==> src/rtl/multi_bank_cmd_scheduler_pkg.sv <==
// multi_bank_cmd_scheduler_pkg: global widths, bank/command types and the state-to-command decode.
// Widths are macros so the issue FIFO and bank FSM array can share them.
`ifndef MULTI_BANK_CMD_SCHEDULER_DEFINES
`define MULTI_BANK_CMD_SCHEDULER_DEFINES
`define FSM_WIDTH2 4
`define ADDR_BITS 14
`define BA_BITS 3
`define ISU_FIFO_WIDTH (4 + `BA_BITS + `ADDR_BITS)
`endif

package multi_bank_cmd_scheduler_pkg;
    typedef enum logic [`FSM_WIDTH2-1:0] {
        B_IDLE, B_ACTIVE, B_READ, B_WRITE, B_READA, B_WRITEA,
        B_PRE, B_PREA, B_REFRESH_CHECK, B_WAIT
    } bank_state_t;
    typedef enum logic [3:0] {
        ATCMD_NOP, ATCMD_ACTIVE, ATCMD_READ, ATCMD_WRITE, ATCMD_RDA,
        ATCMD_WRA, ATCMD_PRE, ATCMD_PREA, ATCMD_REFRESH
    } sch_cmd_t;
    typedef enum logic {DIR_WRITE = 1'b0, DIR_READ = 1'b1} r_w_t;
    typedef enum logic [2:0] {
        CLS_REFRESH, CLS_AGED, CLS_CAS_CUR, CLS_ACTIVE, CLS_PRE, CLS_CAS_OPP
    } sch_class_t;
    localparam int NUM_CLS = 6;

    function automatic sch_cmd_t state2cmd(input bank_state_t s);
        case (s)
            B_ACTIVE:        return ATCMD_ACTIVE;
            B_READ:          return ATCMD_READ;
            B_WRITE:         return ATCMD_WRITE;
            B_READA:         return ATCMD_RDA;
            B_WRITEA:        return ATCMD_WRA;
            B_PRE:           return ATCMD_PRE;
            B_PREA:          return ATCMD_PREA;
            B_REFRESH_CHECK: return ATCMD_REFRESH;
            default:         return ATCMD_NOP;
        endcase
    endfunction
endpackage

==> src/rtl/multi_bank_cmd_scheduler_if.sv <==
// multi_bank_cmd_scheduler_if: bank FSM array / issue FIFO side signals of the scheduler.
interface multi_bank_cmd_scheduler_if #(parameter int NUM_BANKS = 4, parameter int ADDR_W = `ADDR_BITS);
    logic                            isu_fifo_full;
    logic [NUM_BANKS*`FSM_WIDTH2-1:0] ba_state;
    logic [NUM_BANKS*ADDR_W-1:0]     ba_addr;
    logic [NUM_BANKS-1:0]            ba_stall;
    logic [`ISU_FIFO_WIDTH-1:0]      sch_out;
    logic                            sch_issue;
    modport master(input isu_fifo_full, ba_state, ba_addr, output ba_stall, sch_out, sch_issue);
    modport slave(output isu_fifo_full, ba_state, ba_addr, input ba_stall, sch_out, sch_issue);
endinterface

==> src/rtl/multi_bank_cmd_scheduler_sched_rr_arbiter.sv <==
// sched_rr_arbiter: one-hot round-robin pick, searching upward from ptr with wraparound.
module sched_rr_arbiter #(parameter int N = 4) (
    input  logic [N-1:0]         req,
    input  logic [$clog2(N)-1:0] ptr,
    output logic [N-1:0]         grant
);
    logic [N-1:0] rot, oh;
    // rotate so ptr sits at bit 0, take the lowest set bit, rotate back
    assign rot   = N'({req, req} >> ptr);
    assign oh    = rot & (~rot + N'(1));
    assign grant = N'(({oh, oh} << ptr) >> N);
endmodule

==> src/rtl/multi_bank_cmd_scheduler.sv <==
// multi_bank_cmd_scheduler: grants one bank FSM per cycle into the issue FIFO with class priority,
// round-robin fairness, read/write grouping and starvation aging. CMD_SCH_STATS_EN adds stat counters.
module multi_bank_cmd_scheduler import multi_bank_cmd_scheduler_pkg::*; #(
    parameter int NUM_BANKS  = 4,
    parameter int ADDR_W     = `ADDR_BITS,
    parameter int BA_W       = `BA_BITS,
    parameter int AGE_W      = 8,
    parameter int AGE_THRESH = 16,
    parameter int RW_BURST   = 4
) (
    input logic clk,
    input logic rst,
    multi_bank_cmd_scheduler_if.master bus
`ifdef CMD_SCH_STATS_EN
    ,
    output logic [15:0] stat_issue_cnt,
    output logic [15:0] stat_full_cnt
`endif
);
    localparam int FW = `FSM_WIDTH2;
    localparam int PW = $clog2(NUM_BANKS);
    localparam int CW = $clog2(RW_BURST + 1);

    bank_state_t          st [NUM_BANKS];
    bank_state_t          sel_st;
    logic [NUM_BANKS-1:0] req, is_rd, is_wr, is_ref, is_act, is_pre, aged, cas_cur, cas_opp, grant;
    logic [NUM_BANKS-1:0] cls_req [NUM_CLS];
    logic [NUM_BANKS-1:0] cls_gnt [NUM_CLS];
    logic [AGE_W-1:0]     age_q [NUM_BANKS];
    logic [ADDR_W-1:0]    sel_addr;
    logic [PW-1:0]        rr_ptr, gidx;
    logic [CW-1:0]        rw_cnt, rw_d;
    logic                 cur_pend, opp_pend, switch_dir, gcas;
    r_w_t                 cur_dir, dir_d;

    for (genvar b = 0; b < NUM_BANKS; b++) begin : g_dec
        assign st[b]     = bank_state_t'(bus.ba_state[b*FW +: FW]);
        assign is_rd[b]  = st[b] == B_READ || st[b] == B_READA;
        assign is_wr[b]  = st[b] == B_WRITE || st[b] == B_WRITEA;
        assign is_ref[b] = st[b] == B_REFRESH_CHECK || st[b] == B_PREA;
        assign is_act[b] = st[b] == B_ACTIVE;
        assign is_pre[b] = st[b] == B_PRE;
        assign req[b]    = is_rd[b] | is_wr[b] | is_ref[b] | is_act[b] | is_pre[b];
        assign aged[b]   = req[b] && !is_ref[b] && age_q[b] > AGE_W'(AGE_THRESH);
    end

    // direction switch takes effect in the same cycle so a burst never exceeds RW_BURST
    always_comb begin
        cur_pend   = cur_dir == DIR_READ ? |is_rd : |is_wr;
        opp_pend   = cur_dir == DIR_READ ? |is_wr : |is_rd;
        switch_dir = opp_pend && (!cur_pend || rw_cnt == CW'(RW_BURST));
        dir_d      = switch_dir ? (cur_dir == DIR_READ ? DIR_WRITE : DIR_READ) : cur_dir;
    end

    always_comb begin
        cas_cur               = dir_d == DIR_READ ? is_rd : is_wr;
        cas_opp               = dir_d == DIR_READ ? is_wr : is_rd;
        cls_req               = '{default: '0};
        cls_req[CLS_REFRESH]  = is_ref;
        cls_req[CLS_AGED]     = aged;
        cls_req[CLS_CAS_CUR]  = cas_cur & ~aged;
        cls_req[CLS_ACTIVE]   = is_act & ~aged;
        cls_req[CLS_PRE]      = is_pre & ~aged;
        cls_req[CLS_CAS_OPP]  = cas_opp & ~aged;
    end

    for (genvar c = 0; c < NUM_CLS; c++) begin : g_cls
        sched_rr_arbiter #(.N(NUM_BANKS)) u_arb (.req(cls_req[c]), .ptr(rr_ptr), .grant(cls_gnt[c]));
    end

    always_comb begin
        grant = '0;
        for (int c = NUM_CLS - 1; c >= 0; c--)
            if (|cls_req[c]) grant = cls_gnt[c];
        if (bus.isu_fifo_full) grant = '0;
        gidx     = '0;
        sel_st   = B_IDLE;
        sel_addr = '0;
        for (int i = 0; i < NUM_BANKS; i++)
            if (grant[i]) begin
                gidx     = PW'(i);
                sel_st   = st[i];
                sel_addr = bus.ba_addr[i*ADDR_W +: ADDR_W];
            end
        gcas = |(grant & cas_cur);
        rw_d = switch_dir ? CW'(gcas) : (gcas && rw_cnt != CW'(RW_BURST)) ? rw_cnt + CW'(1) : rw_cnt;
    end

    assign bus.ba_stall = ~grant;

    always_ff @(posedge clk or posedge rst) begin
        if (rst) begin
            bus.sch_issue <= 1'b0;
            bus.sch_out   <= '0;
            rr_ptr        <= '0;
            cur_dir       <= DIR_WRITE;
            rw_cnt        <= '0;
            for (int i = 0; i < NUM_BANKS; i++) age_q[i] <= '0;
        end else begin
            bus.sch_issue <= |grant;
            bus.sch_out   <= |grant ? {state2cmd(sel_st), BA_W'(gidx), sel_addr} : '0;
            if (|grant) rr_ptr <= gidx == PW'(NUM_BANKS - 1) ? '0 : gidx + PW'(1);
            cur_dir       <= dir_d;
            rw_cnt        <= rw_d;
            for (int i = 0; i < NUM_BANKS; i++)
                age_q[i] <= (!req[i] || grant[i]) ? '0 : (&age_q[i]) ? age_q[i] : age_q[i] + AGE_W'(1);
        end
    end

`ifdef CMD_SCH_STATS_EN
    always_ff @(posedge clk or posedge rst) begin
        if (rst) begin
            stat_issue_cnt <= '0;
            stat_full_cnt  <= '0;
        end else begin
            if (bus.sch_issue && !(&stat_issue_cnt)) stat_issue_cnt <= stat_issue_cnt + 16'd1;
            if (bus.isu_fifo_full && |req && !(&stat_full_cnt)) stat_full_cnt <= stat_full_cnt + 16'd1;
        end
    end
`endif
endmodule

==> src/flat_wrapper.sv <==
// flat-port wrapper written by rule: the top's interface ports become plain ports
module multi_bank_cmd_scheduler_flat import multi_bank_cmd_scheduler_pkg::*;
#(
    parameter int NUM_BANKS  = 4,
    parameter int ADDR_W     = `ADDR_BITS,
    parameter int BA_W       = `BA_BITS,
    parameter int AGE_W      = 8,
    parameter int AGE_THRESH = 16,
    parameter int RW_BURST   = 4
)
  (clk, rst, bus_isu_fifo_full, bus_ba_state, bus_ba_addr, bus_ba_stall, bus_sch_out, bus_sch_issue);
  multi_bank_cmd_scheduler_if #(.NUM_BANKS(NUM_BANKS), .ADDR_W(ADDR_W)) bus_i ();
  input logic clk;
  input logic rst;
  input wire logic [$bits(bus_i.isu_fifo_full)-1:0] bus_isu_fifo_full;
  input wire logic [$bits(bus_i.ba_state)-1:0] bus_ba_state;
  input wire logic [$bits(bus_i.ba_addr)-1:0] bus_ba_addr;
  output wire logic [$bits(bus_i.ba_stall)-1:0] bus_ba_stall;
  output wire logic [$bits(bus_i.sch_out)-1:0] bus_sch_out;
  output wire logic [$bits(bus_i.sch_issue)-1:0] bus_sch_issue;
  assign bus_i.isu_fifo_full = bus_isu_fifo_full;
  assign bus_i.ba_state = bus_ba_state;
  assign bus_i.ba_addr = bus_ba_addr;
  assign bus_ba_stall = bus_i.ba_stall;
  assign bus_sch_out = bus_i.sch_out;
  assign bus_sch_issue = bus_i.sch_issue;
  multi_bank_cmd_scheduler #(.NUM_BANKS(NUM_BANKS), .ADDR_W(ADDR_W), .BA_W(BA_W), .AGE_W(AGE_W), .AGE_THRESH(AGE_THRESH), .RW_BURST(RW_BURST)) u_core (.clk(clk), .rst(rst), .bus(bus_i));
endmodule
==> config.mk <==
export PLATFORM = sky130hd
export DESIGN_NAME = multi_bank_cmd_scheduler_flat
export DESIGN_NICKNAME = d
export VERILOG_FILES = /design/src/rtl/multi_bank_cmd_scheduler_pkg.sv /design/src/rtl/multi_bank_cmd_scheduler_if.sv /design/src/rtl/multi_bank_cmd_scheduler_sched_rr_arbiter.sv /design/src/rtl/multi_bank_cmd_scheduler.sv /design/src/flat_wrapper.sv
export SDC_FILE = /design/constraint.sdc
export NUM_CORES = 1
export LEC_CHECK = 0
export ABC_CLOCK_PERIOD_IN_PS = 8570
export BUFFER_PORTS_ARGS = -buffer_cell sky130_fd_sc_hd__buf_4
export CELL_PAD_IN_SITES_DETAIL_PLACEMENT = 1
export CELL_PAD_IN_SITES_GLOBAL_PLACEMENT = 1
export CORE_AREA = 4 4 138 100
export CTS_CLUSTER_SIZE = 8
export DETAILED_ROUTE_END_ITERATION = 12
export DIE_AREA = 0 0 142 104
export PLACE_DENSITY_LB_ADDON = 0.1
export SLEW_MARGIN = 15
export SYNTH_ARGS = -nofsm -noshare
export SYNTH_HDL_FRONTEND = slang
export SYNTH_SLANG_ARGS = --single-unit
==> constraint.sdc <==
create_clock -name clk -period 8.57 [get_ports clk]
set_clock_uncertainty 0.1 [all_clocks]
set_input_delay 2.571 -clock clk [delete_from_list [all_inputs] [get_ports clk]]
set_output_delay 2.571 -clock clk [all_outputs]
set_load 0.01 [all_outputs]
==> run metrics <==
I/O Buffers=99; PD cells=219 nW/um2; # hold bufs at CTS=0; io pins=101; setup TNS=0 ns; Final Util=50.3%; CTS tree=done; WHS Path Cells=2; max_cap viols=0; final net count=820; setup ws final=0.331 ns; register bit total from synthesis=59; Initial DRC Count=492; Area growth, synth to finish=27.1%; H-tree depth=3; Slew Limit Fails=0; total grt overflow=0; pre-CTS WS=0.404 ns; Synth cell types=80; worst reg2reg setup slack=3.43 ns; CTS Buf Count=9; diode count=0; Post-synth EDFFs=0; share of post-route cells with drive strength above 1=21.5%; crit-path max cell delay=0.44 ns; Crit. End Element=output port; worst reg2reg path endpoint=u_core.rw_cnt[0]$_DFFE_PP0P_; yosys warns=0; required time at the worst-slack endpoint=5.90 ns; worst-path fanout max=8; DIE HEIGHT=104 um; DRT Wirelength=19.8 mm; number of global-route vias before repair=5,547; core box area=12,400 um2; Detail Placement HPWL=15.6 mm; hold path startpoint=u_core.age_q[5]$_DFFE_PP0P_; Clock Latency Late Sink=0.34 ns; Gate power share=43.8%; post-synthesis cell count=630; Syn Nets=716; post-synthesis sequential area ratio=30.1%; post-synthesis instance area=4900 um2; Gates resized, CTS repair=0; Clock Power Share=29.5%; post-synthesis average cell area=7.78 um2; fillcell total=1,528; part of the power in registers=26.6%; dominant cell type by area after synthesis=dfrtp_1; Clock Path Buffers=2; gr usage total=27.1%; FF+latch area=1480 um2; area fraction of the dominant cell type after synthesis=30.1%; initial antenna violation count=1; total number of vias=5,542; switching share of power=40.3%; CTS clk-pin slew, worst paths=0.06 ns; slew at the pin closest to its max-slew limit=1.09 ns; top cells by area, synth=dfrtp_1 (30%), nor2_1 (5.4%), o21ai_0 (4.7%); Worst Reg2Reg Path Length in Cells=16; Starting Density=39.6%; arrival time of the worst setup path=5.57 ns; antenna viol nets, final=0; Worst Hold End=u_core.age_q[5]$_DFFE_PP0P_; RSZ-0062 raised after global routing=no; slowest stage cell on the critical path=nor2b_1; Synth Flop Type=dfrtp_1; P_leak=0.00281 uW; final hold vios=0; setup bufs post-CTS=0; Root Driver=clkbuf_16; Max VDD drop=107 uV; footprint of the multi-input gates=3140 um2; first-pass GRT wire length=31.7 mm; crit-path cells=buf_4 > nor2b_1 > a22o_1 > o21ai_0 > a211oi_4 > buf_4 > nor2_1 > a221oi_1 > nand2_1 > a211oi_1 > o211ai_1 > a21oi_2 > inv_1 > buf_4; HP Class=register to register; largest net degree at the start of global routing=60; Peak Freq=0.121 GHz; internal power=816 uW; DRT Pass-1 Iters=5; WL/cell=21.9 um; status=completed; CP startpoint kind=primary input; Final Critical Period=8.24 ns; Die X=142 um; Die ar.=14,800 um2; drc violations=0; Period Utilization, post-route=96.1%; CTS sink cnt=59; switching pwr=550 uW; Crit Path Class=primary input to output port; crit-path most repeated cell=buf_4; most frequent cells in the layout=buf_4 (123), nor2_1 (70), dfrtp_1 (59); reg2reg start=u_core.age_q[24]$_DFFE_PP0P_; Finish-stage setup viols=0; FFs w/ async S/R, synth=100%; commonest non-fill, non-tap cell in the layout=buf_4; GPL Wtd Cong=0.965; relative slew slack=27.2%; vias per cell=6.15; row cnt=34
## area by class of cell
class	count	area share, %
timing repair buffer	123	14.8
sequential	59	23.7
clock inverter	7	1.63
inverter	43	2.59
multi-input combinational	498	50.4
clock buffer	9	3.62
tap	162	3.25
## power by group through the flow
stage	registers (uW)	clock network, uW	logic, uW
5_1_grt	371	425	648
3_5_place_dp	369	0	589
4_1_cts	365	409	592
2_1_floorplan	376	0	335
3_3_place_gp	364	0	582
6_report	364	404	599
## routing by layer
metal / vias up / wire length [um] / GRT usage [%]
li1: 2554 / - / -
met5: - / 0 / 0
met1: 2760 / 9310 / 40.2
met3: 18 / 1710 / 8.13
met4: 0 / 224 / 5.07
met2: 210 / 8520 / 38.9
## worst max-delay path: cells and delay by family
kind	cells	cell delay, ns
AO/OA/AOI/OAI	7	1.82
buffers and inverters	4	0.59
AND/OR/NAND/NOR	3	0.59
## registers in the layout (all words and copies together), names as in the netlist
name / flops
u_core.bus.sch_out: 20
u_core.cur_dir: 1
u_core.bus.sch_issue: 1
u_core.rr_ptr: 2
u_core.rw_cnt: 3
u_core.age_q: 32
## metrics by stage
| step | std cells | instance area, um2 | total power, uW | hold WS (ns) |
|---|---|---|---|---|
| 5_1_grt | 901 | 6230 | 1440 | 0.526 |
| 4_1_cts | 901 | 6230 | 1370 | 0.468 |
| 3_3_place_gp | 885 | 5900 | 947 | 0.442 |
| 3_5_place_dp | 885 | 5900 | 958 | 0.449 |
| 2_1_floorplan | 630 | 4900 | 711 | 0.413 |
| 6_report | 901 | 6230 | 1370 | 0.470 |
## worst max path at each step
stage / start / endpoint / slack [ns]
2_1_floorplan: bus_ba_state[13] / bus_ba_stall[3] / 0.32
3_3_place_gp: bus_ba_state[3] / bus_ba_stall[2] / 0.41
3_5_place_dp: bus_ba_state[3] / bus_ba_stall[1] / 0.40
4_1_cts: bus_ba_state[3] / bus_ba_stall[1] / 0.41
5_1_grt: bus_ba_state[3] / bus_ba_stall[1] / 0.1
6_report: bus_ba_state[3] / bus_ba_stall[1] / 0.33
## synth_stat cells (4+ instances only)
cell,n
a211oi_1,11
a21o_1,5
a21oi_1,33
a222oi_1,19
a22oi_1,5
a31oi_1,11
and2_1,8
and3_1,21
clkbuf_1,23
dfrtp_1,59
ha_1,11
inv_1,43
nand2_1,50
nand2b_1,7
nand3_1,26
nand4_1,10
nor2_1,70
nor2b_1,7
nor3_1,25
nor3b_1,4
o2111ai_1,5
o211ai_1,5
o21a_1,5
o21ai_0,46
o21ai_1,4
o22ai_1,11
or3_1,5
xnor2_1,14
xor2_1,8
## cells by family after synthesis
family          count (synthesis)  share of synthesized area (%)
buf+inv                        73                           5.92
xor+xnor                       23                           4.26
compound gates                205                           29.6
simple gates                  251                           25.5
flops                          59                           30.1
other cells                     1                         0.0765
fa+ha+maj                      11                           2.81
mux                             7                           1.68
Note: power is estimated with default switching activity, not from simulation.
